==> config.mk <==
export PLATFORM = sky130hd
export DESIGN_NAME = gs232c_initram
export DESIGN_NICKNAME = d
export VERILOG_FILES = /design/src/rtl/gs232c_initram.sv
export SDC_FILE = /design/constraint.sdc
export NUM_CORES = 1
export LEC_CHECK = 0
export ABC_AREA = 1
export CAP_MARGIN = 25
export CORE_MARGIN = 2
export CORE_UTILIZATION = 68
export DETAILED_ROUTE_END_ITERATION = 6
export PLACE_DENSITY = 0.86
export SYNTH_ARGS = -nofsm -noshare
export SYNTH_HDL_FRONTEND = slang
export SYNTH_SLANG_ARGS = --single-unit
==> constraint.sdc <==
create_clock -name clock -period 3.3 [get_ports clock]
set_input_delay 0.33 -clock clock [delete_from_list [all_inputs] [get_ports clock]]
set_output_delay 0.33 -clock clock [all_outputs]
set_load 0.01 [all_outputs]
==> src/rtl/gs232c_initram.sv <==
// gs232c_initram: register-based 2^N x W RAM for the cache tag/valid arrays.
//
// The block is the receiving end of the RAM-init sweep. While a sweep is in
// progress every swept entry is cleared to INIT_VALUE and the sweep order is
// checked. Read and write traffic is refused until a sweep ending at the
// all-ones index has completed. After that the array serves one read and one
// write per cycle. Reads have one cycle of latency, and a write in the same
// cycle to the same index is bypassed to the read.
//
// Ports
//   clock       in   clock; all state updates on the rising edge
//   reset       in   synchronous, active-high reset
//   init_valid  in   a sweep entry is present this cycle
//   init_index  in   [N] entry being swept
//   init_done   out  array fully initialised; traffic accepted
//   init_err    out  sticky; sweep arrived out of order
//   rd_req      in   read request
//   rd_index    in   [N] read address
//   rd_ready    out  read accepted this cycle
//   rd_rvalid   out  read data valid, one cycle after acceptance
//   rd_data     out  [W] read data
//   wr_req      in   write request
//   wr_index    in   [N] write address
//   wr_data     in   [W] write data
//   wr_ready    out  write accepted this cycle
module gs232c_initram #(
    parameter int              N          = 6,
    parameter int              W          = 8,
    parameter logic [W-1:0]    INIT_VALUE = '0
) (
    input  logic             clock,
    input  logic             reset,
    input  logic             init_valid,
    input  logic [N-1:0]     init_index,
    output logic             init_done,
    output logic             init_err,
    input  logic             rd_req,
    input  logic [N-1:0]     rd_index,
    output logic             rd_ready,
    output logic             rd_rvalid,
    output logic [W-1:0]     rd_data,
    input  logic             wr_req,
    input  logic [N-1:0]     wr_index,
    input  logic [W-1:0]     wr_data,
    output logic             wr_ready
);

    localparam int          DEPTH      = 1 << N;
    localparam logic [N-1:0] LAST_INDEX = '1;
    localparam logic [N-1:0] ONE_INDEX  = N'(1);

    typedef enum logic {
        ST_INIT,
        ST_READY
    } state_t;

    state_t         state_q, state_d;
    logic [N-1:0]   expect_q, expect_d;
    logic           init_err_q, init_err_d;
    logic           rd_rvalid_q, rd_rvalid_d;
    logic [W-1:0]   rd_data_q, rd_data_d;
    logic [W-1:0]   mem_q [DEPTH];

    logic           ready;
    logic           rd_en;
    logic           wr_en;

    // init_done is simply "in READY": the state register and the flag would
    // always change on the same edge, so one flop serves both.
    assign ready     = (state_q == ST_READY);
    assign rd_en     = ready & rd_req;
    assign wr_en     = ready & wr_req;

    assign init_done = ready;
    assign init_err  = init_err_q;
    assign rd_ready  = ready;
    assign wr_ready  = ready;
    assign rd_rvalid = rd_rvalid_q;
    assign rd_data   = rd_data_q;

    // Next-state logic for the control FSM and the read pipeline register.
    always_comb begin
        state_d     = state_q;
        expect_d    = expect_q;
        init_err_d  = init_err_q;
        rd_rvalid_d = 1'b0;
        rd_data_d   = rd_data_q;

        // The read returns the array as it stands after this edge. An init
        // write wins over a user write, which wins over the stored value.
        if (rd_en) begin
            rd_rvalid_d = 1'b1;
            if (init_valid && (init_index == rd_index)) begin
                rd_data_d = INIT_VALUE;
            end else if (wr_req && (wr_index == rd_index)) begin
                rd_data_d = wr_data;
            end else begin
                rd_data_d = mem_q[rd_index];
            end
        end

        case (state_q)
            ST_INIT: begin
                if (init_valid) begin
                    if (init_index == expect_q) begin
                        expect_d = expect_q + ONE_INDEX;
                    end else begin
                        // Resynchronise to the received index so that a single
                        // displaced entry does not flag the rest of the sweep.
                        init_err_d = 1'b1;
                        expect_d   = init_index + ONE_INDEX;
                    end
                    if (init_index == LAST_INDEX) begin
                        state_d  = ST_READY;
                        expect_d = '0;
                    end
                end
            end
            ST_READY: begin
                if (init_valid) begin
                    if (init_index == '0) begin
                        // A new sweep starting; entry 0 counts as received.
                        state_d  = ST_INIT;
                        expect_d = ONE_INDEX;
                    end else begin
                        init_err_d = 1'b1;
                    end
                end
            end
            default: begin
                state_d = ST_INIT;
            end
        endcase
    end

    always_ff @(posedge clock) begin
        if (reset) begin
            state_q     <= ST_INIT;
            expect_q    <= '0;
            init_err_q  <= 1'b0;
            rd_rvalid_q <= 1'b0;
            rd_data_q   <= '0;
        end else begin
            state_q     <= state_d;
            expect_q    <= expect_d;
            init_err_q  <= init_err_d;
            rd_rvalid_q <= rd_rvalid_d;
            rd_data_q   <= rd_data_d;
        end
    end

    // Storage array: contents are not reset, the sweep defines them. Each
    // entry decodes its own write enables; the init write takes priority.
    generate
        for (genvar gi = 0; gi < DEPTH; gi++) begin : g_entry
            always_ff @(posedge clock) begin
                if (!reset) begin
                    if (init_valid && (init_index == N'(gi))) begin
                        mem_q[gi] <= INIT_VALUE;
                    end else if (wr_en && (wr_index == N'(gi))) begin
                        mem_q[gi] <= wr_data;
                    end
                end
            end
        end
    endgenerate

endmodule

### Word-level counts from Yosys, hierarchy flattened

Memories as Yosys holds them, arrays and structs flattened.
Index checks and enable logic that the tools add are counted.

* output and inout port bits: 13
* register bits: 17
* input port bits: 31
* word-level logic and storage cells: 874
* bits in writable memories: 512
* memories: 1

* add/sub/neg operators: 2
* reduce and logical (&&, ||, !) cells: 134
* multiplexer cells: 531
* bitwise gates (word level): 67
* equal/unequal tests: 134

Memories
* mem_q: depth 64, bits a word 8, read ports 1, clocked after Yosys merged registers in 0, write ports 64, RTL line 62 `logic [W-1:0] mem_q [DEPTH];`

Operators by type and width (number)
* two-way mux 8 bit: 66
* two-way mux 1 bit: 457
* equality test 6 bit (second input constant): 64
* equality test 6 x 5 -> 1 bit (second input constant): 32
* logical AND 1 bit: 130
* equality test 6 x 4 -> 1 bit (second input constant): 16
* OR 1 bit: 64
* equality test 6 x 3 -> 1 bit (second input constant): 8
* two-way mux 6 bit: 5
* equality test 6 x 2 -> 1 bit (second input constant): 4
* equality test 6 bit: 3
* adder 6 x 1 -> 6 bit (second input constant): 2
* equality test 6 x 1 -> 1 bit (second input constant): 2
* logical NOT 6 bit: 2
* one-hot mux 6 bit (2 select lines): 1
* inequality test 2 bit (second input constant): 4
* one-hot mux 1 bit (2 select lines): 2
* AND reduction 4 bit: 1
* AND reduction 3 bit: 1
* AND 1 bit: 2
* inequality test 2 x 1 -> 1 bit (second input constant): 1
* inverter 1 bit: 1

### Logic depth before layout (Yosys ltp)

* word-level depth: 7
* mapped depth: 14

### Worst setup path before layout

Ideal clock, no wire load.

* path kind: in2reg
* from: input port init_index[4]
* to: memory mem_q[5][0], enable pin
* data arrival time: 1.901 ns
* stages: 7
* path buffers: 2
* slack: 1.015 ns
* path through: clkbuf_1 > inv_1 > nand2_1 > nor2_1 > buf_2 > nand2_1 > o21ai_0

RTL lines
* from (decl): RTL line 34 `input logic [N-1:0] init_index,`
* to (decl): RTL line 62

==> results <==
- The flow ran to the end, and the final reports show no timing, DRC or antenna violations.
- The arrival time of data at the critical path endpoint is just under 3 ns.
- The number of antenna violations at the first check in global routing was 0.
- Data on the critical path is required at its endpoint by ~3.6 ns.
- The critical path goes through inv_2 > nor2_4 > nand2_4 > nor3_4 > buf_4 > buf_4 > nand3_4 > o21ai_0 > buf_4.
- On the final layout, the worst hold slack is a little under 0.1 ns.
- On the critical path, the stage with the largest delay is an instance of sky130_fd_sc_hd__dfxtp_1.
- Once placement finished, the instance area stood at between 20,000 and 30,000 µm².
- The net count after synthesis is approximately 2,700.
- For this run, the top clock speed supported by timing is 384 MHz.
- Setup violations remaining at the end of the flow were counted as 0.
- The number of buffers inserted for hold repair after clock tree synthesis is 0.
- The worst setup path is of the register to register kind.
- The tool flagged a number of max-cap violations equal to 0.
- The worst voltage drop across the vdd grid is about 0.42 mV.
- Post-CTS repair changed the size of 0 cells.
- The tightest slew margin relative to the limit is 0.380.
- In the global route stage, overall resource usage came out at 0.383.
- CTS placed an instance of sky130_fd_sc_hd__clkbuf_16 at the clock tree root.
- Counting the buffers created by CTS gives between 50 and 60.
- In the final routed layout, each cell accounts on average for about 22 µm.
- The power density normalized to cell area is around 490 nW/µm².
- In this run the tool buffered the top-level ports with between 40 and 50 buffer cells.
- The H-tree generated during clock tree synthesis spans 2 levels.
- Counting flops and latches in the post-synthesis netlist gives around 530.
- 44 I/O pins were placed.
- The fraction of layout instances using a drive strength above 1 is 0.109.
- Dividing the final minimum period by the clock period gives 0.789.
- The mean number of vias per cell is about 6.3.
- The number of DRC violations after detailed-routing iteration 0 is 3,483.
- Buffers added to address setup during post-CTS repair amount to 0.
- The register clock-pin slew on the reported worst setup and hold paths is roughly 0.060 ns.
- Each instance of the synthesized netlist takes up on average approximately 9.5 µm².
- The leakage power total is 11.4 nW.
- From bottom edge to top edge, the die measures around 200 µm.
- The final estimated routing congestion in global placement is 1.03.
- Entering global routing, the biggest net connects 146 pins.
- From synthesis to final layout, the design area changed by 12.2%.
- The total number of nets in the final design is 2,792.
- Once detail routing completed, the nets flagged for antenna violations numbered 0.
- Counting flops with a built-in enable in the synthesized netlist gives 512.
- The standard cell core area is 37,400 µm².
- The die footprint is between 30,000 and 40,000 µm².
- The final design area excluding fillers is about 29,000 µm².
- The via count of the first global-routing pass is 20,338.
- The placement row count is about 70.
- CTS saw approximately 530 sinks.
- The count of yosys warnings during synthesis is 0.
- The number of hold violations in the final report came to 0.
- The wire length reported by the detailed router is ~74,000 µm.
- The total grt overflow is 0.
- The cell count after synthesis is about 2,700.
- The kind of start point of the critical path is a register.
- The clock latency of the later-clocked register in the worst-skew pair is a little over 0.6 ns.
- The setup TNS after final layout is 0 ns.
- The total vias in the final route is 20,945.
- The maximum buffer depth of the clock tree is 3.
- The synthesized netlist contains 36 unique library cells.
- The antenna diode count is 0.
- The final core area utilization is 0.768.
- Setup repair after global routing left no endpoint under its margin.
- The fraction of synthesis flops using an asynchronous set or reset pin is 0.
- The initial utilization of the core area, before any placement, comes to 0.684.
- The number of pins with negative max-slew slack in the final report is 0.
- The floorplan step set the die width to a little under 200 µm.
- The transition time at the pin with the least slew margin is between 0.9 and 1 ns.
- The worst-case clock skew is about 0.033 ns.
- After legalization and detailed placement, the total HPWL measured 45,800 µm.
- For this run, the leading register cell type out of synthesis is sky130_fd_sc_hd__edfxtp_1.
- The first global-routing pass estimated between 100,000 and 150,000 µm of wire.
- The critical-path maximum fanout is 9.
- On the worst path, the slowest cell contributes a delay of 0.58 ns.
- The cell area after technology mapping is about 26,000 µm².
- TritonCTS built the clock tree.
- The shortest clock period the worst path allows after layout is 2.60 ns.
- The design draws 0.0141 W.
- In the routed design, unresolved DRC markers number 0.
- The min-delay analysis places its worst path in the category input pin to register.
- For this run, the register share of the synthesized area comes to 0.614.
- The type of element capturing the critical path is a register.
- Counting both buffers and inverters, the worst setup path holds a total of 4.
- The cell type group with the largest total delay on the critical path is buffers and inverters.
- The most used cell along the critical path is sky130_fd_sc_hd__buf_4.
- Before antenna repair, the detailed router went through 7 iterations.
[where the power goes]
group	leakage, nW	switching [W]	internal [W]
sequential	6.01	0.00000499	0.00726
clock	0.804	0.00246	0.00342
combinational	4.60	0.000732	0.000239
[cells in the mapped netlist (2+ instances only)]
| cell type | n | area share |
|---|---|---|
| sky130_fd_sc_hd__a21oi_1 | 17 | 0.0033 |
| sky130_fd_sc_hd__buf_1 | 24 | 0.0035 |
| sky130_fd_sc_hd__buf_2 | 64 | 0.013 |
| sky130_fd_sc_hd__buf_4 | 5 | 0.0015 |
| sky130_fd_sc_hd__buf_8 | 3 | 0.0018 |
| sky130_fd_sc_hd__clkbuf_1 | 84 | 0.012 |
| sky130_fd_sc_hd__clkinv_1 | 2 | 0.00029 |
| sky130_fd_sc_hd__dfxtp_1 | 17 | 0.013 |
| sky130_fd_sc_hd__edfxtp_1 | 512 | 0.60 |
| sky130_fd_sc_hd__inv_1 | 30 | 0.0044 |
| sky130_fd_sc_hd__inv_2 | 11 | 0.0016 |
| sky130_fd_sc_hd__nand2_1 | 745 | 0.11 |
| sky130_fd_sc_hd__nand3_1 | 444 | 0.087 |
| sky130_fd_sc_hd__nand3_2 | 24 | 0.0094 |
| sky130_fd_sc_hd__nand3_4 | 37 | 0.025 |
| sky130_fd_sc_hd__nor2_1 | 571 | 0.084 |
| sky130_fd_sc_hd__nor2_2 | 8 | 0.0020 |
| sky130_fd_sc_hd__nor3_1 | 3 | 0.00059 |
| sky130_fd_sc_hd__nor3_4 | 4 | 0.0025 |
| sky130_fd_sc_hd__nor4_1 | 2 | 0.00049 |
| sky130_fd_sc_hd__o211ai_4 | 3 | 0.0025 |
| sky130_fd_sc_hd__o21ai_0 | 62 | 0.012 |
| sky130_fd_sc_hd__o22ai_1 | 6 | 0.0015 |
| sky130_fd_sc_hd__o31ai_1 | 6 | 0.0018 |
| sky130_fd_sc_hd__xnor2_1 | 3 | 0.0010 |
| sky130_fd_sc_hd__xor2_1 | 5 | 0.0017 |
[metal layers]
layer,vias to the layer above,share of wire,wire [µm],GRT usage
met2,1719,0.46,34200,0.603
met4,0,0.067,4930,0.242
met3,359,0.13,9390,0.0772
li1,9245,-,-,-
met1,9622,0.34,25200,0.490
met5,-,0,0,0
[through the flow]
| stage | cells | worst slack, ns |
|---|---|---|
| after floorplan | 2702 | 1.02 |
| after global placement | 3214 | 0.483 |
| after detailed placement | 3214 | 0.388 |
| after CTS | 3302 | 0.804 |
| after global routing | 3306 | 0.681 |
| final | 3306 | 0.695 |
[sequential cells by signal, summed over array words and instances (netlist names)]
name,flops
rd_data,8
mem_q,512
expect_q,6
init_done,1
init_err,1
rd_rvalid,1
[kinds of logic after synthesis]
logic type	share of synthesized area
DFF	0.614
buffers and inverters	0.0387
xor gates and xnor gates	0.00274
adders and majority gates	0.000489
and+or+nand+nor	0.321
AOI/OAI and AO/OA	0.0229
[worst paths after layout]
kind	from	to	slack, ns	cells past startpoint
min reg2reg	rd_data[4]$_SDFFE_PP0P_	rd_data[4]$_SDFFE_PP0P_	0.47	2
max	init_done$_SDFF_PP0_	mem_q[5][3]$_SDFFCE_PN0P_	0.70	9
min	reset	rd_data[7]$_SDFFE_PP0P_	0.1	2
max reg2reg	init_done$_SDFF_PP0_	mem_q[5][3]$_SDFFCE_PN0P_	0.70	9
[layout make-up]
class | instances | area (µm²)
clock buffer | 63 | 1340
sequential | 529 | 15700
clock inverter | 25 | 307
fill | 2279 | 8690
inverter | 43 | 169
multi-input combinational | 1949 | 8890
tap | 511 | 639
timing repair buffer | 186 | 1650
[cells in the final DEF (no fill, tap or decap), types with 10 or more instances in the layout]
cell type and count:
sky130_fd_sc_hd__buf_4 127, sky130_fd_sc_hd__inv_2 10, sky130_fd_sc_hd__buf_12 13, sky130_fd_sc_hd__nor2_1 571, sky130_fd_sc_hd__a21oi_1 17, sky130_fd_sc_hd__inv_1 29, sky130_fd_sc_hd__nand3_2 24, sky130_fd_sc_hd__nand3_4 37
sky130_fd_sc_hd__clkbuf_16 52, sky130_fd_sc_hd__clkinv_1 12, sky130_fd_sc_hd__o21ai_0 62, sky130_fd_sc_hd__nand3_1 444, sky130_fd_sc_hd__edfxtp_1 512, sky130_fd_sc_hd__nand2_1 745, sky130_fd_sc_hd__dfxtp_1 17, sky130_fd_sc_hd__clkbuf_1 11
sky130_fd_sc_hd__clkdlybuf4s50_1 39
Note: power is estimated with default switching activity, not from simulation.
